==> config.mk <==
export PLATFORM = sky130hd
export DESIGN_NAME = pcpu_int_ctrl
export DESIGN_NICKNAME = d
export VERILOG_FILES = /design/src/rtl/pcpu_int_pkg.sv /design/src/rtl/int_edge_sync.sv /design/src/rtl/pcpu_int_ctrl.sv
export SDC_FILE = /design/constraint.sdc
export NUM_CORES = 1
export LEC_CHECK = 0
export CAP_MARGIN = 20
export CORE_MARGIN = 10
export CORE_UTILIZATION = 48
export CTS_BUF_LIST = sky130_fd_sc_hd__clkbuf_2
export CTS_CLUSTER_DIAMETER = 40
export DETAILED_ROUTE_END_ITERATION = 10
export DONT_BUFFER_PORTS = 1
export HOLD_SLACK_MARGIN = 0.05
export PLACE_DENSITY = 0.61
export SLEW_MARGIN = 10
export SYNTH_ARGS = -nofsm -noshare
export SYNTH_HDL_FRONTEND = slang
export SYNTH_SLANG_ARGS = --single-unit
==> constraint.sdc <==
create_clock -name clk_cpu -period 3.7 [get_ports clk_cpu]
set_input_delay 0.74 -clock clk_cpu [delete_from_list [all_inputs] [get_ports clk_cpu]]
set_output_delay 0.74 -clock clk_cpu [all_outputs]
set_load 0.005 [all_outputs]
==> src/rtl/pcpu_int_pkg.sv <==
// PCPU interrupt responder shared types and constants.
// PCPU_INT_NEST_EN enables level-two preemption of a level-one handler.
package pcpu_int_pkg;

    typedef enum logic [2:0] {
        ST_IDLE  = 3'd0,
        ST_REQ1  = 3'd1,
        ST_REQ2  = 3'd2,
        ST_SVC1  = 3'd3,
        ST_SVC2  = 3'd4
`ifdef PCPU_INT_NEST_EN
        ,
        ST_REQ2N = 3'd5,
        ST_SVC2N = 3'd6
`endif
    } int_state_t;

    localparam logic [1:0] LVL_NONE = 2'd0;
    localparam logic [1:0] LVL_ONE  = 2'd1;
    localparam logic [1:0] LVL_TWO  = 2'd2;

    localparam logic [31:0] VEC_ONE_DEF = 32'h0000_0040;
    localparam logic [31:0] VEC_TWO_DEF = 32'h0000_0080;

`ifdef PCPU_INT_NEST_EN
    localparam logic [1:0] EPC_DEPTH = 2'd2;
`else
    localparam logic [1:0] EPC_DEPTH = 2'd1;
`endif

endpackage

==> src/rtl/int_edge_sync.sv <==
// Two-flop synchroniser for an async request line
// followed by a rising-edge detector on the synchronised level.
module int_edge_sync (
    input  logic clk,
    input  logic rst_n,
    input  logic async_in,
    output logic rise
);

    logic s1;
    logic s2;
    logic s3;

    // sync chain plus one delayed copy for edge detect
    always_ff @(posedge clk or negedge rst_n) begin
        if (!rst_n) begin
            s1 <= 1'b0;
            s2 <= 1'b0;
            s3 <= 1'b0;
        end else begin
            s1 <= async_in;
            s2 <= s1;
            s3 <= s2;
        end
    end

    assign rise = s2 & ~s3;

endmodule

==> src/rtl/pcpu_int_ctrl.sv <==
// PCPU interrupt responder: sync, priority, req/ack handshake, EPC stack.
// PCPU_INT_NEST_EN adds REQ2N/SVC2N and a second EPC stack entry.
module pcpu_int_ctrl
    import pcpu_int_pkg::*;
#(
    parameter logic [31:0] VEC_ONE = VEC_ONE_DEF,
    parameter logic [31:0] VEC_TWO = VEC_TWO_DEF
) (
    input  logic        clk_cpu,
    input  logic        rst_n,
    input  logic        interrupt_one,
    input  logic        interrupt_two,
    input  logic        int_ack,
    input  logic [31:0] epc_in,
    input  logic        eret,
    output logic        int_req,
    output logic [31:0] int_vector,
    output logic [31:0] epc_out,
    output logic [1:0]  int_level
);

    logic       rise_one;
    logic       rise_two;
    logic       pend_one;
    logic       pend_two;
    logic       clr_one;
    logic       clr_two;
    logic       push;
    logic       pop;
    logic       req_d;
    logic [31:0] vec_d;
    logic [1:0] lvl_d;
    logic [1:0] depth;
    logic [31:0] stk0;
`ifdef PCPU_INT_NEST_EN
    logic [31:0] stk1;
`endif
    int_state_t state;
    int_state_t nxt;

    int_edge_sync u_sync_one (
        .clk      (clk_cpu),
        .rst_n    (rst_n),
        .async_in (interrupt_one),
        .rise     (rise_one)
    );

    int_edge_sync u_sync_two (
        .clk      (clk_cpu),
        .rst_n    (rst_n),
        .async_in (interrupt_two),
        .rise     (rise_two)
    );

    // next state plus stack and pending side effects
    always_comb begin
        nxt     = state;
        push    = 1'b0;
        pop     = 1'b0;
        clr_one = 1'b0;
        clr_two = 1'b0;
        case (state)
            ST_IDLE: begin
                if (pend_two)      nxt = ST_REQ2;
                else if (pend_one) nxt = ST_REQ1;
            end
            ST_REQ1: begin
                if (int_ack) begin
                    nxt     = ST_SVC1;
                    push    = 1'b1;
                    clr_one = 1'b1;
                end else if (pend_two) begin
                    nxt = ST_REQ2;
                end
            end
            ST_REQ2: begin
                if (int_ack) begin
                    nxt     = ST_SVC2;
                    push    = 1'b1;
                    clr_two = 1'b1;
                end
            end
            ST_SVC1: begin
`ifdef PCPU_INT_NEST_EN
                if (pend_two && eret) begin
                    nxt = ST_REQ2;
                    pop = 1'b1;
                end else if (pend_two) begin
                    nxt = ST_REQ2N;
                end else if (eret) begin
                    nxt = ST_IDLE;
                    pop = 1'b1;
                end
`else
                if (eret) begin
                    nxt = pend_two ? ST_REQ2 : ST_IDLE;
                    pop = 1'b1;
                end
`endif
            end
            ST_SVC2: begin
                if (eret) begin
                    nxt = ST_IDLE;
                    pop = 1'b1;
                end
            end
`ifdef PCPU_INT_NEST_EN
            ST_REQ2N: begin
                if (int_ack) begin
                    nxt     = ST_SVC2N;
                    push    = 1'b1;
                    clr_two = 1'b1;
                end else if (eret) begin
                    nxt = ST_REQ2;
                    pop = 1'b1;
                end
            end
            ST_SVC2N: begin
                if (eret) begin
                    nxt = ST_SVC1;
                    pop = 1'b1;
                end
            end
`endif
            default: nxt = ST_IDLE;
        endcase
    end

    // Moore output decode of the upcoming state
    always_comb begin
        req_d = 1'b0;
        vec_d = '0;
        lvl_d = LVL_NONE;
        unique case (1'b1)
            (nxt == ST_REQ1): begin
                req_d = 1'b1;
                vec_d = VEC_ONE;
            end
            (nxt == ST_REQ2): begin
                req_d = 1'b1;
                vec_d = VEC_TWO;
            end
            (nxt == ST_SVC1): lvl_d = LVL_ONE;
            (nxt == ST_SVC2): lvl_d = LVL_TWO;
`ifdef PCPU_INT_NEST_EN
            (nxt == ST_REQ2N): begin
                req_d = 1'b1;
                vec_d = VEC_TWO;
                lvl_d = LVL_ONE;
            end
            (nxt == ST_SVC2N): lvl_d = LVL_TWO;
`endif
            default: ;
        endcase
    end

    // state register with registered outputs
    always_ff @(posedge clk_cpu or negedge rst_n) begin
        if (!rst_n) begin
            state      <= ST_IDLE;
            int_req    <= 1'b0;
            int_vector <= '0;
            int_level  <= LVL_NONE;
        end else begin
            state      <= nxt;
            int_req    <= req_d;
            int_vector <= vec_d;
            int_level  <= lvl_d;
        end
    end

    // pending bits: a new edge wins over a same-cycle clear
    always_ff @(posedge clk_cpu or negedge rst_n) begin
        if (!rst_n) begin
            pend_one <= 1'b0;
            pend_two <= 1'b0;
        end else begin
            pend_one <= rise_one | (pend_one & ~clr_one);
            pend_two <= rise_two | (pend_two & ~clr_two);
        end
    end

    // EPC stack storage and depth
    always_ff @(posedge clk_cpu or negedge rst_n) begin
        if (!rst_n) begin
            depth <= 2'd0;
            stk0  <= '0;
`ifdef PCPU_INT_NEST_EN
            stk1  <= '0;
`endif
        end else if (push) begin
`ifdef PCPU_INT_NEST_EN
            if (depth == 2'd0) stk0 <= epc_in;
            else               stk1 <= epc_in;
`else
            stk0 <= epc_in;
`endif
            depth <= depth + 2'd1;
        end else if (pop) begin
            depth <= depth - 2'd1;
        end
    end

`ifdef PCPU_INT_NEST_EN
    assign epc_out = (depth == 2'd2) ? stk1 :
                     (depth == 2'd1) ? stk0 : '0;
`else
    assign epc_out = (depth != 2'd0) ? stk0 : '0;
`endif

    a_no_overflow: assert property (@(posedge clk_cpu) disable iff (!rst_n)
        !(push && depth == EPC_DEPTH));
    a_no_underflow: assert property (@(posedge clk_cpu) disable iff (!rst_n)
        !(pop && depth == 2'd0));

endmodule
==> impl_metrics.env <==
export IMPL_drtPass1Iterations=4
export IMPL_vdd_ir_drop_max_mv=0.341
export IMPL_final_min_clock_period_ns=2.25
export IMPL_outcome="completed"
export IMPL_grt_max_degree=51
export IMPL_hold_viol=0
export IMPL_insertion_delay_ns=0.43
export IMPL_areaGrowthSynthToFinish_pct=0.000120
export IMPL_drc_errors=0
export IMPL_cts_buffer_depth=2
export IMPL_drt_iter0_drc=112
export IMPL_antenna_found_initial=0
export IMPL_skew_ns=0.0148
export IMPL_ios=105
export IMPL_diodes=0
export IMPL_dieHeight_um=92.3
export IMPL_cts_root_buf="clkbuf_2"
export IMPL_fin_nets=237
export IMPL_synth_edf_count=0
export IMPL_fin_crit_sh_pct=60.7
export IMPL_fp_dieW_um=92.3
export IMPL_pwr_share_clk_pct=13.0
export IMPL_synth_ff_type="dfrtp_1"
export IMPL_numCtsBuffers=5
export IMPL_grt_pass1_vias=1457
export IMPL_ff2ff_path_depth=4
export IMPL_p_per_area_nw_per_um2=862
export IMPL_rows=26
export IMPL_power_switching_w=0.000756
export IMPL_synth_cell_types=32
export IMPL_cp_data_required_time_ns=2.96
export IMPL_cp_max_fo=32
export IMPL_crit_type="reg -> out"
export IMPL_p_sw_share_pct=34.9
export IMPL_synth_async_sr_flop_share_pct=100
export IMPL_slew_headroom_pct=61.6
export IMPL_setup_tns_ns=0
export IMPL_vias_per_cell=4.92
export IMPL_combPwrFrac_pct=42.9
export IMPL_grt_overflow_total=0
export IMPL_grt_pass1_wl_um=7950
export IMPL_rsz0062_at_grt="false"
export IMPL_synth_area_um2=2510
export IMPL_clock_fmax_mhz=445
export IMPL_gp_congestion=0.754
export IMPL_ys_ff_latch=50
export IMPL_ant_nets=0
export IMPL_setup_violations_final=0
export IMPL_totalWireLength_um=4920
export IMPL_drive_above_1_share_pct=24.0
export IMPL_final_common_cell="dfrtp_1"
export IMPL_start_kind="flop"
export IMPL_clock_sinks=50
export IMPL_dieArea_um2=8520
export IMPL_worstHoldPathType="in -> async"
export IMPL_wire_per_inst_um=18.2
export IMPL_power_w=0.00216
export IMPL_via_count=1328
export IMPL_core_area_um2=5070
export IMPL_r2r_start="state[1]$_DFF_PN0_"
export IMPL_h_tree_depth=2
export IMPL_seq_area_frac_synth_pct=49.9
export IMPL_critPathArrivalTime_ns=1.51
export IMPL_slew_violations=0
export IMPL_hpwl_um=3650
export IMPL_cp_startpoint="depth[0]$_DFFE_PN0P_"
export IMPL_synthCells=198
export IMPL_path_clk_slew_ns=0.24
export IMPL_port_buffers=0
export IMPL_postCtsSetupRepairBufs=0
export IMPL_end_kind="output port"
export IMPL_p_int_w=0.00141
export IMPL_max_cap_violations=0
export IMPL_track_usage_pct=11.7
export IMPL_p_leak_nw=1.18
export IMPL_layout_common_cells="dfrtp_1 (50), nor2b_1 (32), mux2_4 (30), conb_1 (30), nor2_1 (6)"
export IMPL_ys_warn_count=0
export IMPL_worstMarginPinSlew_ns=0.575
export IMPL_p_seq_share_pct=44.2
export IMPL_start_util_pct=49.5
export IMPL_cts_tree="done"
export IMPL_postSynthAreaPerCell_um2=12.7
-- repair_timing --
item	CTS	global route
hold endpoints to repair	50	0
gates resized for setup	0	0
hold buffers	1	0
-- stage by stage --
| step | std cells | instance area, um^2 | hold WS (ns) | setup slack, ns | util, % |
|---|---|---|---|---|---|
| after CTS | 270 | 2510 | 0.110 | 1.42 | 49.5 |
| after global routing | 270 | 2510 | 0.0887 | 1.30 | 49.5 |
| after detailed placement | 261 | 2420 | 0.352 | 1.77 | 47.6 |
| after global placement | 261 | 2420 | 0.333 | 1.83 | 47.6 |
| after floorplan | 227 | 2620 | 0.331 | 1.97 | - |
| final | 270 | 2510 | 0.111 | 1.45 | 49.5 |
-- power by group through the flow --
stage,Combinational [W],Clock (W),Sequential [W]
after global routing,0.00102,0.000315,0.000998
after global placement,0.000905,0,0.000952
final,0.000927,0.000281,0.000956
after CTS,0.000949,0.000291,0.000956
after detailed placement,0.000930,0,0.000965
after floorplan,0.000886,0,0.000895
-- Yosys cell counts (2+ instances only) --
cell type	instances	area [um^2]
nand2_1	5	18.8
buf_2	2	10.0
a21oi_1	2	10.0
xnor2_1	2	17.5
buf_4	30	225
inv_1	4	15.0
clkbuf_1	3	11.3
nor3_1	2	10.0
nor2b_1	32	200
nor2_1	7	26.3
mux2_4	30	450
nand2b_1	3	18.8
dfrtp_1	50	1250
buf_12	3	60.1
a31oi_1	2	12.5
o21ai_0	4	20.0
mux2_1	2	22.5
-- sequential cells by signal (all words and copies together) (netlist names), 2 cells and up --
register    flops
state           3
int_vector      2
depth           2
int_level       2
stk0           32
-- cells by family (layout without fill, tap and decap cells) --
kind of cell / Yosys count / in the layout / synth area share [%]
AOI/OAI and AO/OA: 15 / 15 / 4.94
xor gates and xnor gates: 2 / 2 / 0.698
buffers and inverters: 43 / 16 / 13.0
and+or+nand+nor: 55 / 55 / 12.6
muxes: 32 / 32 / 18.8
other: 1 / 30 / 0.149
DFF: 50 / 50 / 49.9
-- metal layers --
layer	part of all wire (%)	track usage, %
met5	0	0
met4	2.7	5.14
met3	12	6.94
met2	49	18.8
met1	36	12.1
-- worst paths after layout --
path / end / slack (ns)
max: epc_out[22] / 1.45
min: pend_one$_DFF_PN0_ / 0.11
max reg2reg: stk0[25]$_DFFE_PN0P_ / 1.74
min reg2reg: u_sync_one.s2$_DFF_PN0_ / 0.39
max in group asynchronous: stk0[9]$_DFFE_PN0P_ / 3.37
min in group clk_cpu: u_sync_one.s1$_DFF_PN0_ / 0.31
-- area by class of cell --
| type | count | area [um^2] |
|---|---|---|
| Fill cell | 477 | 2560 |
| Sequential cell | 50 | 1250 |
| Multi-Input combinational cell | 134 | 1040 |
| Tap cell | 70 | 87.6 |
| Timing Repair Buffer | 3 | 42.5 |
| Clock inverter | 3 | 40.0 |
| Clock buffer | 5 | 25.0 |
| Inverter | 5 | 18.8 |
-- critical path: stages (launching register included) --
cell and delay, ns:
dfrtp_1 0.50, nor2_2 0.12, buf_4 0.32, nor2b_1 0.14
No activity file was read; power rests on OpenSTA's default activity.
